==> src/rtl/mem_access_pkg.sv <==
// Shared encodings for the load/store stage: funct3 access sizes, FSM states
// and the default bus timeout.
package mem_access_pkg;

    localparam logic [2:0] F3_B  = 3'b000;
    localparam logic [2:0] F3_H  = 3'b001;
    localparam logic [2:0] F3_W  = 3'b010;
    localparam logic [2:0] F3_BU = 3'b100;
    localparam logic [2:0] F3_HU = 3'b101;

    localparam int TIMEOUT_DEF = 16;

    typedef enum logic [1:0] {
        IDLE = 2'd0,
        REQ  = 2'd1,
        DONE = 2'd2
    } state_t;

    // Undefined size encodings fault, as do halfwords/words off their natural boundary.
    function automatic logic access_fault(input logic [2:0] f3, input logic [1:0] lo);
        logic flt;
        case (f3)
            F3_B, F3_BU: flt = 1'b0;
            F3_H, F3_HU: flt = lo[0];
            F3_W:        flt = (lo != 2'b00);
            default:     flt = 1'b1;
        endcase
        return flt;
    endfunction

endpackage

==> src/rtl/mem_access_load_align.sv <==
// Selects the addressed byte/halfword from a read word and sign- or
// zero-extends it according to funct3.
module load_align
    import mem_access_pkg::*;
(
    input  logic [31:0] rdata,
    input  logic [1:0]  off,
    input  logic [2:0]  funct3,
    output logic [31:0] result
);

    logic [7:0]  byte_s;
    logic [15:0] half_s;

    // Lane extraction followed by extension.
    always_comb begin
        byte_s = rdata[8*off +: 8];
        half_s = rdata[16*off[1] +: 16];
        case (funct3)
            F3_B:    result = {{24{byte_s[7]}}, byte_s};
            F3_H:    result = {{16{half_s[15]}}, half_s};
            F3_W:    result = rdata;
            F3_BU:   result = {24'h000000, byte_s};
            F3_HU:   result = {16'h0000, half_s};
            default: result = 32'h0000_0000;
        endcase
    end

endmodule

==> src/rtl/mem_access.sv <==
// Load/store stage: issues one req/ack data-memory access per instruction,
// stalls the core while it is in flight and produces the writeback value.
module mem_access
    import mem_access_pkg::*;
#(
    parameter int TIMEOUT = TIMEOUT_DEF
) (
    input  logic        clk,
    input  logic        reset,
    input  logic        valid,
    input  logic        mem_rd,
    input  logic        mem_wr,
    input  logic [2:0]  funct3,
    input  logic [31:0] alu_out,
    input  logic [31:0] rs2_data,
    output logic        dmem_req,
    output logic        dmem_we,
    output logic [31:0] dmem_addr,
    output logic [3:0]  dmem_be,
    output logic [31:0] dmem_wdata,
    input  logic [31:0] dmem_rdata,
    input  logic        dmem_ack,
    output logic [31:0] mem_out,
    output logic        done,
    output logic        stall,
    output logic        misalign,
    output logic        bus_err
);

    localparam int CW = $clog2(TIMEOUT);
    localparam logic [CW-1:0] TMAX = CW'(TIMEOUT - 1);

    state_t      state, state_nx;
    logic [CW-1:0] cnt;
    logic [1:0]  off_r;
    logic [2:0]  f3_r;
    logic        ld_r;
    logic [31:0] mem_out_r;
    logic        is_mem, pass, fault;
    logic [3:0]  be_s;
    logic [31:0] wdata_s;
    logic [31:0] ld_val;

    load_align u_align (
        .rdata  (dmem_rdata),
        .off    (off_r),
        .funct3 (f3_r),
        .result (ld_val)
    );

    // Decode of the incoming instruction: lane enables, replicated store data, fault.
    always_comb begin
        is_mem = mem_rd | mem_wr;
        pass   = (state == IDLE) & valid & ~is_mem;
        fault  = access_fault(funct3, alu_out[1:0]);
        case (funct3[1:0])
            2'b00: begin
                be_s    = 4'b0001 << alu_out[1:0];
                wdata_s = {4{rs2_data[7:0]}};
            end
            2'b01: begin
                be_s    = 4'b0011 << alu_out[1:0];
                wdata_s = {2{rs2_data[15:0]}};
            end
            2'b10: begin
                be_s    = 4'b1111;
                wdata_s = rs2_data;
            end
            default: begin
                be_s    = 4'b0000;
                wdata_s = 32'h0000_0000;
            end
        endcase
    end

    // Next-state selection.
    always_comb begin
        state_nx = state;
        case (state)
            IDLE: begin
                if (valid && is_mem) begin
                    state_nx = fault ? DONE : REQ;
                end else begin
                    state_nx = IDLE;
                end
            end
            REQ: begin
                if (dmem_ack || (cnt == TMAX)) begin
                    state_nx = DONE;
                end else begin
                    state_nx = REQ;
                end
            end
            DONE:    state_nx = IDLE;
            default: state_nx = IDLE;
        endcase
    end

    // State register plus the bus and result registers it sequences.
    always_ff @(posedge clk) begin
        if (reset) begin
            state      <= IDLE;
            cnt        <= '0;
            dmem_req   <= 1'b0;
            dmem_we    <= 1'b0;
            dmem_addr  <= 32'h0000_0000;
            dmem_be    <= 4'b0000;
            dmem_wdata <= 32'h0000_0000;
            off_r      <= 2'b00;
            f3_r       <= 3'b000;
            ld_r       <= 1'b0;
            mem_out_r  <= 32'h0000_0000;
            misalign   <= 1'b0;
            bus_err    <= 1'b0;
        end else begin
            state <= state_nx;
            case (state)
                IDLE: begin
                    if (valid && is_mem) begin
                        mem_out_r <= 32'h0000_0000;
                        cnt       <= '0;
                        if (fault) begin
                            misalign <= 1'b1;
                        end else begin
                            dmem_req   <= 1'b1;
                            dmem_we    <= mem_wr & ~mem_rd;
                            dmem_addr  <= {alu_out[31:2], 2'b00};
                            dmem_be    <= be_s;
                            dmem_wdata <= wdata_s;
                            off_r      <= alu_out[1:0];
                            f3_r       <= funct3;
                            ld_r       <= mem_rd;
                        end
                    end
                end
                REQ: begin
                    // An ack in the final timeout cycle still completes normally.
                    if (dmem_ack) begin
                        dmem_req  <= 1'b0;
                        dmem_we   <= 1'b0;
                        mem_out_r <= ld_r ? ld_val : 32'h0000_0000;
                    end else if (cnt == TMAX) begin
                        dmem_req <= 1'b0;
                        dmem_we  <= 1'b0;
                        bus_err  <= 1'b1;
                    end else begin
                        cnt <= cnt + CW'(1);
                    end
                end
                DONE: begin
                    misalign  <= 1'b0;
                    bus_err   <= 1'b0;
                    mem_out_r <= 32'h0000_0000;
                end
                default: begin
                    misalign <= 1'b0;
                    bus_err  <= 1'b0;
                end
            endcase
        end
    end

    // Completion and stall; non-memory instructions bypass the registers.
    always_comb begin
        mem_out = mem_out_r;
        done    = (state == DONE);
        stall   = valid & is_mem & (state != DONE);
        if (pass) begin
            mem_out = alu_out;
            done    = 1'b1;
        end else begin
            mem_out = mem_out_r;
        end
    end

endmodule

==> config.mk <==
export PLATFORM = sky130hd
export DESIGN_NAME = mem_access
export DESIGN_NICKNAME = d
export VERILOG_FILES = /design/src/rtl/mem_access_pkg.sv /design/src/rtl/mem_access_load_align.sv /design/src/rtl/mem_access.sv
export SDC_FILE = /design/constraint.sdc
export NUM_CORES = 1
export LEC_CHECK = 0
export CAP_MARGIN = 20
export CORE_AREA = 8 8 118 120
export CTS_CLUSTER_DIAMETER = 100
export DETAILED_ROUTE_END_ITERATION = 7
export DIE_AREA = 0 0 126 128
export PLACE_DENSITY_LB_ADDON = 0.2
export SYNTH_ARGS = -nofsm -noshare
export SYNTH_HDL_FRONTEND = slang
export SYNTH_HIERARCHICAL = 1
export SYNTH_SLANG_ARGS = --single-unit
==> constraint.sdc <==
create_clock -name clk -period 5.8 [get_ports clk]
set_clock_uncertainty 0.2 [all_clocks]
set_input_delay 0.58 -clock clk [delete_from_list [all_inputs] [get_ports clk]]
set_output_delay 0.58 -clock clk [all_outputs]
set_load 0.02 [all_outputs]
# --- After elaboration in Yosys (flattened, before gate mapping) ---
# Index checks and enable logic that the tools add are counted.
classes:
  addsub: 1
  n_eq_ne: 22
  shifts: 4
  muxes: 32
  n_bitwise: 11
  n_reduce_logical: 17
ops:
  columns: ["cell", "n"]
  rows:
  - ["one-hot mux 32 bit (3 select lines)", 2]
  - ["one-hot mux 32 bit (5 select lines)", 1]
  - ["two-way mux 32 bit", 4]
  - ["variable part select 32 x 6 -> 16 bit", 1]
  - ["variable part select 32 x 6 -> 8 bit", 1]
  - ["!= test 2 bit, second input constant", 7]
  - ["equality test 3 bit, second input constant", 4]
  - ["two-way mux 4 bit", 3]
  - ["one-hot mux 4 bit (3 select lines)", 1]
  - ["AND reduction 3 bit", 4]
  - ["two-way mux 1 bit", 11]
  - ["one-hot mux 1 bit (2 select lines)", 4]
  - ["one-hot mux 4 bit (2 select lines)", 1]
  - ["AND reduction 4 bit", 2]
  - ["equality test 3 x 1 -> 1 bit, second input constant", 2]
  - ["equality test 3 x 2 -> 1 bit, second input constant", 2]
  - ["zero test 3 bit", 2]
  - ["two-way mux 2 bit", 3]
  - ["AND 1 bit", 5]
  - ["inverter 1 bit", 5]
  - ["adder 4 x 1 -> 4 bit, second input constant", 1]
  - ["equality test 2 x 1 -> 1 bit, second input constant", 2]
  - ["equality test 2 bit, second input constant", 2]
  - ["equality test 4 bit, second input constant", 1]
  - ["13 further kinds", 16]
totals:
  ff_bits: 114
  wordCells: 100

# --- Logic depth before layout (Yosys ltp) ---
logic_depth:
  word_depth: 6
  mapped_depth: 7

# --- Modules after synthesis ---
# Netlist, hierarchy kept.
modules_own_cells:
  columns: ["mod", "instances", "cells_per_inst", "area_per_inst_um2"]
  rows:
  - ["mem_access", 1, 599, 4957.3]
  - ["load_align", 1, 117, 822.0]

# --- Worst setup path after synthesis ---
# No wires, ideal clock.
synth_path:
  path_kind: "input to output"
  startpoint: "input port mem_rd"
  endpoint: "output port mem_out[10]"
  arrival_time_ps: 1768
  required_time_ps: 5020
  path_slack_ps: 3252
  stages: 5
  path_buffers: 2
  cell_sequence: "nor4b_1 nor2b_1 buf_2 buf_4 mux2_2"
synth_between:
  elab_chain_len: 4
synth_lines:
  columns: ["item", "line", "source"]
  rows:
  - ["from (decl)", "mem_access.sv:11", "input logic mem_rd,"]
  - ["OR 1 bit", "mem_access.sv:53", "is_mem = mem_rd | mem_wr;"]
  - ["inverter 1 bit", "mem_access.sv:54", "pass = (state == IDLE) & valid & ~is_mem;"]
  - ["AND 1 bit", "mem_access.sv:54", null]
  - ["two-way mux 32 bit", "mem_access.sv:168", "if (pass) begin"]
  - ["to (decl)", "mem_access.sv:23", "output logic [31:0] mem_out,"]
# No other way between the ends.

# --- Final worst setup path ---
layout_path:
  startpoint: "input port mem_rd"
  endpoint: "output port mem_out[5]"
# The elaborated chain is that of the path after synthesis.

==> impl_metrics.yaml <==
outcome:
  run_status: "finished clean"
layout:
  nFillCells: 1060
  syn2layout_area_growth_pct: 44.84
  n_antenna_cell: 0
  nets: 994
  layout-drive-gt1-share_pct: 9.677
cts:
  hold_buffers: 0
  clock_latency_ns: 0.41
  cts_buffers: 17
  cts.sinks: 114
  post-cts-setup-buffers: 0
  cts.clk_slew.worst_paths_ns: 0.05
  htree_num_levels: 4
  tritoncts: "yes"
  cts-root-buf: "clkbuf_16"
  clock_path_buffers: 2
  post_cts_resized: 0
synth:
  synthCells: 716
  yosysMostFrequentCell: "nand2_1"
  synth_warnings: 6
  ys_ff_latch: 114
  avgSynthCellArea_sq_um: 8.072
  yosys-top-cells-count: "119 x nand2_1, 114 x dfxtp_1, 60 x nand3_1, 56 x a21oi_1, 51 x nor2_1"
  synth_top_area_share_pct: 39.49
  yosys.area.top_type: "dfxtp_1"
  postSynth.asyncResetShare_pct: 0
  ys.flop_type: "dfxtp_1"
  synth-seq-area-share_pct: 39.49
  ys_top_cells_by_area: "dfxtp_1 39%, mux2_2 8.0%, nand2_1 7.7%, nand3_1 5.2%, a21oi_1 4.8%"
  synth_edf_count: 0
  synth_cell_types: 47
  syn_area_sq_um: 5779
route:
  drtPass1Iterations: 5
  drc: 0
  via_count: 5891
  ant_nets: 0
  avgRoutedWirePerCell_um: 17.95
  viasPerCell: 5.616
  drt_iter0_drc: 392
  drt-total-wl_um: 18830
placed_design:
  place.gp.congestion: 0.8454
  pre_cts_ws_ns: 1.720
  dp_hpwl_um: 13640
  port_buffers: 208
floorplanning:
  die_height_um: 128
  die-area_sq_um: 16130
  rows: 41
  io_pins: 211
  core_area_sq_um: 12210
  start_util_pct: 47.34
  fp.dieW_um: 126
sta:
  finalCritPeriodShare_pct: 70.51
  grt_setup_unrepaired: "false"
  slew_headroom_pct: 34.16
  worst_pin_slew_ns: 0.9855
  fin_tns_setup_ns: 0
  clock.fmax_mhz: 244.5
  finalMaxSlewViolations: 0
  setup_viol: 0
  worst_slack_ns: 1.710
  hold_violations: 0
  min_period_ns: 4.090
pwr:
  vdd_drop_max_mv: 0.1575
  p_int_mw: 1.634
  p_leak_nw: 2.960
  power_frac_seq_pct: 37.9
  p_sw_share_pct: 26.02
  power.density_nw_per_um2: 263.9
  pwr-share-comb_pct: 18.7
  pwr-share-clk_pct: 43.5
  power_switching_mw: 0.5747
min_path:
  hold_path.class: "flip-flop to flip-flop"
  hold_start: "dmem_addr[6]$_SDFFE_PP0P_"
global_route:
  grt_pass1_vias: 5938
  grt_pass1_wl_um: 29810
  grt.total_usage_pct: 22.79
  grt_remaining_overflow: 0
  grt_antenna_before_repair: 0
  grt_max_degree: 82
setup_path:
  worstPathRequired_ns: 5.02
  reg2reg_from: "state[1]$_SDFF_PP0_"
  critical_path.endpoint_type: "output port"
  start_kind: "input port"
  cp_common_cell: "clkdlybuf4s50_1"
  crit_start: "mem_rd"
  max_stage_delay_ns: 0.87
  cp_cell_sequence: "clkdlybuf4s50_1, nor4b_1, nor2b_4, mux2_2, clkdlybuf4s50_1"
  arrival_ns: 3.31
  critPathKind: "input port to output port"
  path_max_fanout: 33
  timing.reg2reg.setup_slack_ns: 2.99
  crit_slowest_cell: "nor2b_4"
job:
  maxCapViolCount: 0
[cell families (layout without fill, tap and decap cells)]
logic type	Yosys count	after routing	synth area share (%)
xor+xnor	2	2	0.3032
fa+ha+maj	1	1	0.2165
simple gates	289	289	22.52
compound gates	178	178	19.40
buf+inv	69	251	6.300
other cells	1	2	0.06489
flops	114	114	39.49
mux	62	62	11.71
[layer usage]
metal	part of all wire (%)	vias to the layer above	GRT usage, %
li1	-	2884	-
met1	40	2757	24.68
met2	49	207	39.08
met3	7.6	43	7.571
met4	3.3	0	11.89
met5	0	-	0
[flip-flops by register name (all words and copies together), names as in the netlist]
signal	count
bus_err	1
cnt	4
mem_out_r	32
dmem_we	1
dmem_wdata	32
ld_r	1
state	2
dmem_be	4
f3_r	3
misalign	1
dmem_addr	30
off_r	2
dmem_req	1
[per-stage QoR]
stage	instance area, sq um	std cells	power (mW)	util (%)	hold WS [ns]
after floorplan	5783	717	1.075	-	0.2330
after global placement	7760	1016	1.252	63.56	0.2412
final	8371	1049	2.209	68.56	0.2526
after global routing	8371	1049	2.293	68.56	0.2682
after CTS	8308	1046	2.219	68.05	0.2539
after detailed placement	7760	1016	1.260	63.56	0.2465
[worst max-delay path: cells and delay by family]
kind,cells,cell delay (ns)
simple gates,2,1.27
mux,1,0.42
buf+inv,2,1.00
[cell usage in the layout (no fill, tap or decap), types with 3 or more instances in the layout]
| master | Yosys | layout |
|---|---|---|
| nand3_1 | 60 | 60 |
| o211ai_1 | 19 | 19 |
| buf_4 | 11 | 7 |
| dfxtp_1 | 114 | 114 |
| clkbuf_1 | 30 | 4 |
| nor2b_1 | 11 | 10 |
| nand2_1 | 119 | 119 |
| clkbuf_8 | 1 | 4 |
| clkbuf_16 | 0 | 17 |
| nor3_1 | 31 | 31 |
| a221oi_1 | 8 | 8 |
| a22oi_1 | 13 | 13 |
| clkinv_2 | 0 | 3 |
| o21ai_1 | 5 | 5 |
| a21oi_1 | 56 | 56 |
| nand2b_1 | 6 | 6 |
| o21ai_0 | 43 | 43 |
| a211oi_1 | 18 | 18 |
| mux2_2 | 41 | 41 |
| mux2i_1 | 20 | 20 |
| clkdlybuf4s50_1 | 0 | 207 |
| nor2_1 | 51 | 51 |
[worst paths after layout]
path                                             endpoint  depth (start not counted)
worst min register to register  dmem_addr[6]$_SDFFE_PP0P_                          2
worst max register to register    dmem_be[2]$_SDFFE_PP0P_                          5
worst max-delay path                           mem_out[5]                          5
worst min-delay path            dmem_addr[6]$_SDFFE_PP0P_                          2
[power by group through the flow]
stage          registers [mW]  logic [mW]  clock network [mW]
5_1_grt                 0.840       0.444                1.01
2_1_floorplan           0.877       0.198                   0
3_5_place_dp            0.852       0.408                   0
3_3_place_gp            0.850       0.402                   0
4_1_cts                 0.836       0.410               0.973
6_report                0.836       0.412               0.960
[area by class of cell]
| cell class | instances | area [sq um] | area share [%] |
|---|---|---|---|
| well taps | 150 | 187.7 | 2.242 |
| clock buffers | 25 | 495.5 | 5.919 |
| multi-input cells | 534 | 3153 | 37.67 |
| clock inverters | 5 | 52.55 | 0.6278 |
| flip-flops and latches | 114 | 2282 | 27.26 |
| inverters | 4 | 15.01 | 0.1794 |
| repair buffers | 217 | 2185 | 26.10 |
Note: power is estimated with default switching activity, not from simulation.
